==> src/rtl/toggle_pkg.sv <==
// Shared encodings for the toggle arbiter: FSM states and shared-bit values.
package toggle_pkg;

  typedef enum logic [1:0] {
    IDLE    = 2'd0,
    GRANT   = 2'd1,
    RELEASE = 2'd2
  } state_e;

  typedef enum logic {
    ZERO = 1'b0,
    ONE  = 1'b1
  } res_e;

endpackage

==> src/rtl/toggle_arbiter_rr_pick.sv <==
// Rotating first-one selector: first set req bit at or above ptr, wrapping to 0.
module rr_pick #(
  parameter int N_REQ = 4,
  parameter int IW    = $clog2(N_REQ)
) (
  input  logic [N_REQ-1:0] req,
  input  logic [IW-1:0]    ptr,
  output logic [N_REQ-1:0] pick,
  output logic [IW-1:0]    idx
);

  logic [IW:0] sum;
  logic        found;

  always_comb begin
    pick  = '0;
    idx   = '0;
    sum   = '0;
    found = 1'b0;
    for (int k = 0; k < N_REQ; k++) begin
      sum = {1'b0, ptr} + (IW+1)'(k);
      if (sum >= (IW+1)'(N_REQ)) sum = sum - (IW+1)'(N_REQ);
      if (!found && req[sum[IW-1:0]]) begin
        found = 1'b1;
        idx   = sum[IW-1:0];
        pick  = N_REQ'(1) << sum[IW-1:0];
      end
    end
  end

endmodule

==> src/rtl/toggle_arbiter.sv <==
// Round-robin arbiter granting ownership of a shared one-bit toggle state.
// state   | meaning
// IDLE    | no owner; arbitrate from ptr when any req is set
// GRANT   | owner drives res_state; tenure capped at MAX_HOLD cycles
// RELEASE | mandatory dead cycle; ptr advances past the previous owner
module toggle_arbiter
  import toggle_pkg::*;
#(
  parameter int N_REQ    = 4,
  parameter int MAX_HOLD = 16
) (
  input  logic             clk,
  input  logic             rst,
  input  logic [N_REQ-1:0] req,
  input  logic [N_REQ-1:0] a,
  output logic [N_REQ-1:0] gnt,
  output logic             busy,
  output logic             res_state,
  output logic             timeout
);

  localparam int IW = $clog2(N_REQ);
  localparam int HW = $clog2(MAX_HOLD);
  localparam logic [HW-1:0] HOLD_LAST = HW'(MAX_HOLD - 1);
  localparam logic [IW-1:0] LAST_REQ  = IW'(N_REQ - 1);

  state_e           state_q;
  res_e             res_q;
  logic [N_REQ-1:0] gnt_q;
  logic             busy_q;
  logic             timeout_q;
  logic [IW-1:0]    ptr_q;
  logic [IW-1:0]    owner_q;
  logic [HW-1:0]    hold_cnt_q;

  logic [N_REQ-1:0] pick_oh;
  logic [IW-1:0]    pick_idx;

  rr_pick #(.N_REQ(N_REQ), .IW(IW)) u_pick (
    .req  (req),
    .ptr  (ptr_q),
    .pick (pick_oh),
    .idx  (pick_idx)
  );

  always_ff @(posedge clk) begin
    if (rst) begin
      state_q    <= IDLE;
      res_q      <= ZERO;
      gnt_q      <= '0;
      busy_q     <= 1'b0;
      timeout_q  <= 1'b0;
      ptr_q      <= '0;
      owner_q    <= '0;
      hold_cnt_q <= '0;
    end else begin
      timeout_q <= 1'b0;
      case (state_q)
        IDLE: begin
          if (|req) begin
            owner_q    <= pick_idx;
            gnt_q      <= pick_oh;
            hold_cnt_q <= '0;
            busy_q     <= 1'b1;
            state_q    <= GRANT;
          end
        end
        GRANT: begin
          if (res_q == ZERO && a[owner_q])       res_q <= ONE;
          else if (res_q == ONE && !a[owner_q])  res_q <= ZERO;
          // A voluntary release in the expiry cycle is not a timeout.
          if (!req[owner_q]) begin
            gnt_q   <= '0;
            state_q <= RELEASE;
          end else if (hold_cnt_q == HOLD_LAST) begin
            gnt_q     <= '0;
            timeout_q <= 1'b1;
            state_q   <= RELEASE;
          end else begin
            hold_cnt_q <= hold_cnt_q + HW'(1);
          end
        end
        RELEASE: begin
          ptr_q   <= (owner_q == LAST_REQ) ? '0 : owner_q + IW'(1);
          busy_q  <= 1'b0;
          state_q <= IDLE;
        end
        default: begin
          gnt_q   <= '0;
          busy_q  <= 1'b0;
          state_q <= IDLE;
        end
      endcase
    end
  end

  assign gnt       = gnt_q;
  assign busy      = busy_q;
  assign res_state = res_q;
  assign timeout   = timeout_q;

endmodule

==> config.mk <==
export PLATFORM = sky130hd
export DESIGN_NAME = toggle_arbiter
export DESIGN_NICKNAME = d
export VERILOG_FILES = /design/src/rtl/toggle_pkg.sv /design/src/rtl/toggle_arbiter_rr_pick.sv /design/src/rtl/toggle_arbiter.sv
export SDC_FILE = /design/constraint.sdc
export NUM_CORES = 1
export LEC_CHECK = 0
export ABC_AREA = 1
export ABC_CLOCK_PERIOD_IN_PS = 3680
export CAP_MARGIN = 0
export CORE_MARGIN = 10
export CORE_UTILIZATION = 35
export DETAILED_ROUTE_END_ITERATION = 12
export GPL_ROUTABILITY_DRIVEN = 0
export PLACE_DENSITY = 0.58
export SYNTH_ARGS = -nofsm -noshare
export SYNTH_HDL_FRONTEND = slang
export SYNTH_SLANG_ARGS = --single-unit
==> constraint.sdc <==
create_clock -name clk -period 3.68 [get_ports clk]
set_input_delay 0.736 -clock clk [delete_from_list [all_inputs] [get_ports clk]]
set_output_delay 0.736 -clock clk [all_outputs]
set_load 0.05 [all_outputs]
==> flow_summary_export.csv, run 1 <==
group,metric,value,unit
final_layout,final_nets,237,
worst_setup_path,path_cells,"inv_2 -> ha_1 -> inv_1 -> nand3_1 -> nand2_1 -> nor2_1 -> nand2_1 -> nand2_1 -> nand3_1 -> nand2_1 -> a21oi_2",
clock_tree,clock-root-buffer,"clkbuf_8",
final_layout,fin_area,0.00154,mm²
timing,fin_crit_sh,0.605,
timing,worst_slew_pin_slew,0.596,ns
worst_setup_path,cp_common_cell,"nand2_1",
worst_setup_path,worst_ep_required_time,3.79,ns
clock_tree,clkTransAtPathRegs,0.07,ns
clock_tree,clock_latency,0.25,ns
clock_tree,numCtsBuffers,3,
synth,avgSynthCellArea,6.53,µm²
worst_setup_path,critPathMaxStageDelay,0.59,ns
worst_setup_path,r2r_setup_slack,1.45,ns
timing,rsz0062_at_grt,"no",
clock_tree,clock-sinks,17,
status,status,"completed",
grt,antenna_found_initial,0,
synth,yosys_warnings,0,
final_layout,syn_to_final_growth,20.2,%
synth,ys_seq_elements,17,
grt,gr-usage-all-layers,0.0971,
clock_tree,cts.htree.levels,1,
clock_tree,cts_tree,"built",
power_and_ir_drop,clockPowerShare,0.197,
worst_setup_path,slowest_stage,"dfxtp_1",
timing,fin_skew,0.00345,ns
worst_setup_path,endpoint_kind,"flip-flop",
grt,grt.overflow.total,0,
floorplanning,fp.dieW,80.5,µm
routing,first_pass_iters,4,
power_and_ir_drop,power.density,457,mW/mm²
floorplanning,die_height,80.5,µm
synth,synth_compound_area_frac,0.109,
floorplanning,start_util,0.372,
floorplanning,fp.dieArea,0.00648,mm²
final_layout,drive_gt1_frac,0.102,
grt,grt_pass1_wl,5.26,mm
grt,grt_max_degree,14,
floorplanning,ioPinCount,17,
synth,synth_mux_area_frac,0,
power_and_ir_drop,p_leak,0.000712,µW
worst_setup_path,crit_path_start_kind,"flip-flop",
synth,synth_top_family_by_area,"simple AND/OR/NAND/NOR gates",
timing,maxSlewHeadroom,0.601,
routing,wl,2.96,mm
synth,yosys.area_share.simple,0.424,
timing,final-setup-viol-count,0,
timing,slew_violations,0,
floorplanning,coreArea,0.00344,mm²
power_and_ir_drop,p_int,399,µW
clock_tree,cts_resized,0,
worst_setup_path,critPathArrivalTime,2.34,ns
hold_path,holdCritPathClass,"reg2reg",
synth,synth_nets,217,
power_and_ir_drop,p_sw_frac,0.434,
clock_tree,postCtsSetupBuffers,0,
synth,ys_seq_area_frac,0.266,
timing,tns,0,ns
synth,netlist_instances,196,
synth,synth_area,0.00128,mm²
routing,vias,1247,
power_and_ir_drop,combPwrFrac,0.468,
synth,synthXorXnorAreaFrac,0.0137,
synth,synth_cell_type_count,25,
routing,drt-wirelength-per-cell,11.3,µm
placement,hpwl,2.30,mm
power_and_ir_drop,pwr-share-seq,0.334,
grt,grt_pass1_vias,1141,
clock_tree,ctsHoldBuffers,0,
floorplanning,rows,21,
final_layout,antenna_cells,0,
routing,ant_nets,0,
power_and_ir_drop,switchingPower,305,µW
timing,min_period,2.23,ns
routing,via_per_inst,4.78,
power_and_ir_drop,ir_drop,0.136,mV
worst_setup_path,crit_type,"reg2reg",
job,drv_cap,0,
clock_tree,clk_path_buf_depth,2,
worst_setup_path,crit_path_max_fanout,11,
routing,drt_iter0_markers,69,
synth,synthAdderAreaFrac,0.108,
timing,max_freq,449,MHz
routing,drc,0,
timing,hold_viol,0,
placement,postPlaceCellArea,0.00149,mm²
placement,port_buffers,16,
path summary, 6_finish.rpt:
kind         startpoint      to  cells past startpoint
max            ptr_q[0]  gnt[1]                     11
min              gnt[3]  gnt[3]                      2
max reg2reg    ptr_q[0]  gnt[1]                     11
min reg2reg      gnt[3]  gnt[3]                      2
metal layers:
layer  global-route usage  vias up  share of wire  wire (µm)
li1                     -      668              -          -
met1                0.126      545           0.47       1390
met2                0.151       30           0.47       1380
met3               0.0278        4          0.055        162
met4               0.0282        0         0.0074         22
met5                    0        -              0          0
critical path, delay by kind of cell, from the launching register on:
kind / cells / cell delay, ns
flops: 1 / 0.59
compound gates: 1 / 0.05
buf+inv: 2 / 0.30
fa+ha+maj: 1 / 0.42
simple gates: 7 / 0.71
final cells by class:
cell class | instances | area, µm²
clock buffers | 4 | 45.0
fillers | 359 | 1900
inverters | 26 | 97.6
multi-input cells | 152 | 838
flip-flops and latches | 17 | 340
well taps | 46 | 57.6
repair buffers | 16 | 160
logic make-up after synthesis:
family          after synthesis
compound gates               24
xor+xnor                      2
fa+ha+maj                    11
buf+inv                      27
flops                        17
simple gates                115
Yosys cell counts:
library cell | n | share of area
and2_1 | 1 | 0.0049
o21ai_0 | 8 | 0.031
inv_1 | 24 | 0.070
nand4_1 | 4 | 0.020
a21oi_2 | 5 | 0.034
nor3_1 | 1 | 0.0039
nand2_1 | 62 | 0.18
nand2_4 | 2 | 0.018
nand2_2 | 4 | 0.020
o22ai_1 | 1 | 0.0049
nor4_1 | 1 | 0.0049
ha_1 | 11 | 0.11
nor2_1 | 13 | 0.038
nor2_8 | 1 | 0.016
dfxtp_1 | 17 | 0.27
nand3_4 | 1 | 0.014
nor2_2 | 1 | 0.0049
nand3_1 | 21 | 0.082
nand3_2 | 1 | 0.0078
a21oi_1 | 8 | 0.031
o21ai_1 | 2 | 0.0078
inv_2 | 2 | 0.0059
or2_2 | 2 | 0.0098
buf_1 | 1 | 0.0029
xor2_1 | 2 | 0.014
metrics by stage:
stage          cells  setup slack, ns  hold WS (ns)   util  total power, µW
6_report         261             1.45         0.476  0.447              704
5_1_grt          261             1.26         0.498  0.447              769
4_1_cts          261             1.46         0.478  0.447              712
3_5_place_dp     257             1.23         0.466  0.434              570
3_3_place_gp     257             1.23         0.468  0.434              575
2_1_floorplan    196             1.88         0.454      -              483
flip-flops by register name, indices dropped and copies added (netlist names):
signal	cells
busy	1
gnt	4
hold_cnt_q	4
owner_q	2
ptr_q	2
res_state	1
state_q	2
timeout	1
cells in the final DEF, fill, tap and decap left out, drive strengths merged:
| master | count |
|---|---|
| a21oi | 13 |
| and2 | 1 |
| clkbuf | 4 |
| clkdlybuf4s50 | 16 |
| dfxtp | 17 |
| ha | 11 |
| inv | 26 |
| nand2 | 68 |
| nand3 | 23 |
| nand4 | 4 |
| nor2 | 15 |
| nor3 | 1 |
| nor4 | 1 |
| o21ai | 10 |
| o22ai | 1 |
| or2 | 2 |
| xor2 | 2 |
power by group through the flow:
stage          clock network (µW)  registers (µW)  logic, µW
2_1_floorplan                   0             276        207
3_3_place_gp                    0             241        334
3_5_place_dp                    0             239        331
4_1_cts                       144             236        332
5_1_grt                       153             239        377
6_report                      139             235        329
No activity file was read; power rests on OpenSTA's default activity.
==> inputs of run 2 (changes only) <==
ABC_CLOCK_PERIOD_IN_PS = 1850   (was 3680)
PLACE_DENSITY = 0.6   (was 0.58)
clock period = 1.85 ns   (was 3.68 ns; I/O delays follow)
==> flow_summary_export.csv, run 2 (same netlist as run 1, synthesis figures left out) <==
group,metric,value,unit
floorplanning,fp.dieW,80.5,µm
placement,hpwl,2.44,mm
worst_setup_path,r2r_end,"owner_q[0]",
power_and_ir_drop,ir_drop,0.240,mV
floorplanning,start_util,0.372,
timing,tns,0,ns
grt,grt_pass1_wl,5.35,mm
final_layout,final_util,0.482,
routing,drt-wirelength-per-cell,10.9,µm
worst_setup_path,crit_family,"buffers and inverters",
final_layout,final_nets,254,
placement,dp_cells,274,
clock_tree,numCtsBuffers,3,
grt,grt_max_degree,11,
clock_tree,clk_path_buf_depth,2,
timing,rsz0062_at_grt,"no",
timing,min_period,1.75,ns
hold_path,holdCritPathClass,"reg2reg",
worst_setup_path,path_cells,"clkdlybuf4s50_1",
status,status,"completed",
grt,antenna_found_initial,0,
clock_tree,clock_latency,0.25,ns
placement,dp_slack,-0.110,ns
clock_tree,clkTransAtPathRegs,0.07,ns
final_layout,final_common_cell,"nand2_1",
worst_setup_path,critPathMaxStageDelay,0.80,ns
power_and_ir_drop,p_leak,0.000804,µW
hold_path,worst_hold_startpoint,"busy",
worst_setup_path,timing.rr.start,"ptr_q[1]",
timing,fin_skew,0.00453,ns
routing,via_per_inst,4.73,
clock_tree,ctsHoldBuffers,0,
final_layout,final_cells,278,
final_layout,syn_to_final_growth,29.7,%
floorplanning,ioPinCount,17,
power_and_ir_drop,power.density,895,mW/mm²
grt,grt_pass1_vias,1288,
routing,ant_nets,0,
timing,hold_viol,0,
worst_setup_path,timing.critical_path.buf_inv,1,
timing,max_freq,571,MHz
timing,final-setup-viol-count,0,
clock_tree,clock-root-buffer,"clkbuf_8",
clock_tree,clock-sinks,17,
worst_setup_path,crit_path_start_kind,"flip-flop",
final_layout,antenna_cells,0,
worst_setup_path,reg2reg_depth,10,
worst_setup_path,r2r_setup_slack,0.18,ns
grt,grt.overflow.total,0,
timing,slew_violations,0,
final_layout,final_cell_mix,"61 x nand2_1, 24 x inv_1, 22 x buf_4",
floorplanning,fp.dieArea,0.00648,mm²
final_layout,drive_gt1_frac,0.203,
floorplanning,die_height,80.5,µm
worst_setup_path,crit_type,"reg2out",
placement,port_buffers,16,
hold_path,hold_path_end,"busy",
routing,drt_iter0_markers,66,
routing,first_pass_iters,4,
final_layout,seq_area,342,µm²
worst_setup_path,critPathArrivalTime,1.38,ns
routing,vias,1314,
worst_setup_path,worst_ep_required_time,1.48,ns
routing,drc,0,
timing,worst_slew_pin_slew,0.495,ns
final_layout,nFillCells,360,
worst_setup_path,crit_path_max_fanout,2,
worst_setup_path,slowest_stage,"clkdlybuf4s50_1",
job,drv_cap,0,
hold_path,hold_depth,2,
clock_tree,cts.htree.levels,1,
timing,fin_crit_sh,0.947,
grt,gr-usage-all-layers,0.0980,
final_layout,multi_input_area,843,µm²
floorplanning,rows,21,
timing,fin_ws,0.0979,ns
clock_tree,cts_tree,"built",
routing,wl,3.02,mm
floorplanning,coreArea,0.00344,mm²
timing,maxSlewHeadroom,0.669,
worst_setup_path,endpoint_kind,"output pin",
==> run 2: layer usage <==
| metal | vias to the layer above | track usage | wire length, µm | part of all wire |
|---|---|---|---|---|
| li1 | 705 | - | - | - |
| met1 | 586 | 0.117 | 1440 | 0.48 |
| met2 | 21 | 0.173 | 1440 | 0.48 |
| met3 | 2 | 0.0267 | 137 | 0.045 |
| met4 | 0 | 0.0123 | 6 | 0.0020 |
| met5 | - | 0 | 0 | 0 |
==> run 2: tightest hold or removal path, stage by stage (launching register included) <==
cell and delay, ns:
dfxtp_1 0.31, nand2_1 0.06, a21oi_1 0.06
==> run 2: how the worst max path moves through the flow <==
stage               startpoint    endpoint  slack (ns)  depth (start not counted)
global route            req[3]      gnt[0]        0.01                         12
finish               res_state   res_state         0.1                          1
CTS                  res_state   res_state        0.09                          1
floorplan             ptr_q[0]      gnt[0]        0.07                         11
detailed placement      req[2]      gnt[3]       -0.11                         11
global placement        req[3]  owner_q[0]       -0.10                         11
==> run 2: per-stage QoR <==
step | hold WS, ns | power, µW | cell area [µm²]
global route | 0.486 | 1620 | 1660
finish | 0.469 | 1490 | 1660
detailed placement | 0.462 | 1210 | 1610
global placement | 0.461 | 1220 | 1610
floorplan | 0.445 | 962 | 1280
CTS | 0.471 | 1490 | 1650
==> run 2: power by group <==
group | switching (µW) | internal, µW | total [µW]
clock network | 125 | 153 | 278
logic | 462 | 291 | 754
registers | 37.8 | 417 | 455
==> run 2: what timing repair did <==
item,in CTS,in global routing
resized for setup,0,3
buffers inserted,0,0
endpoints found under the setup margin,0,5
==> run 2: cell type report <==
class	instances	area share
tap	46	0.0347
clock buffer	4	0.0271
multi-input combinational	152	0.508
timing repair buffer	33	0.166
inverter	26	0.0588
sequential	17	0.206
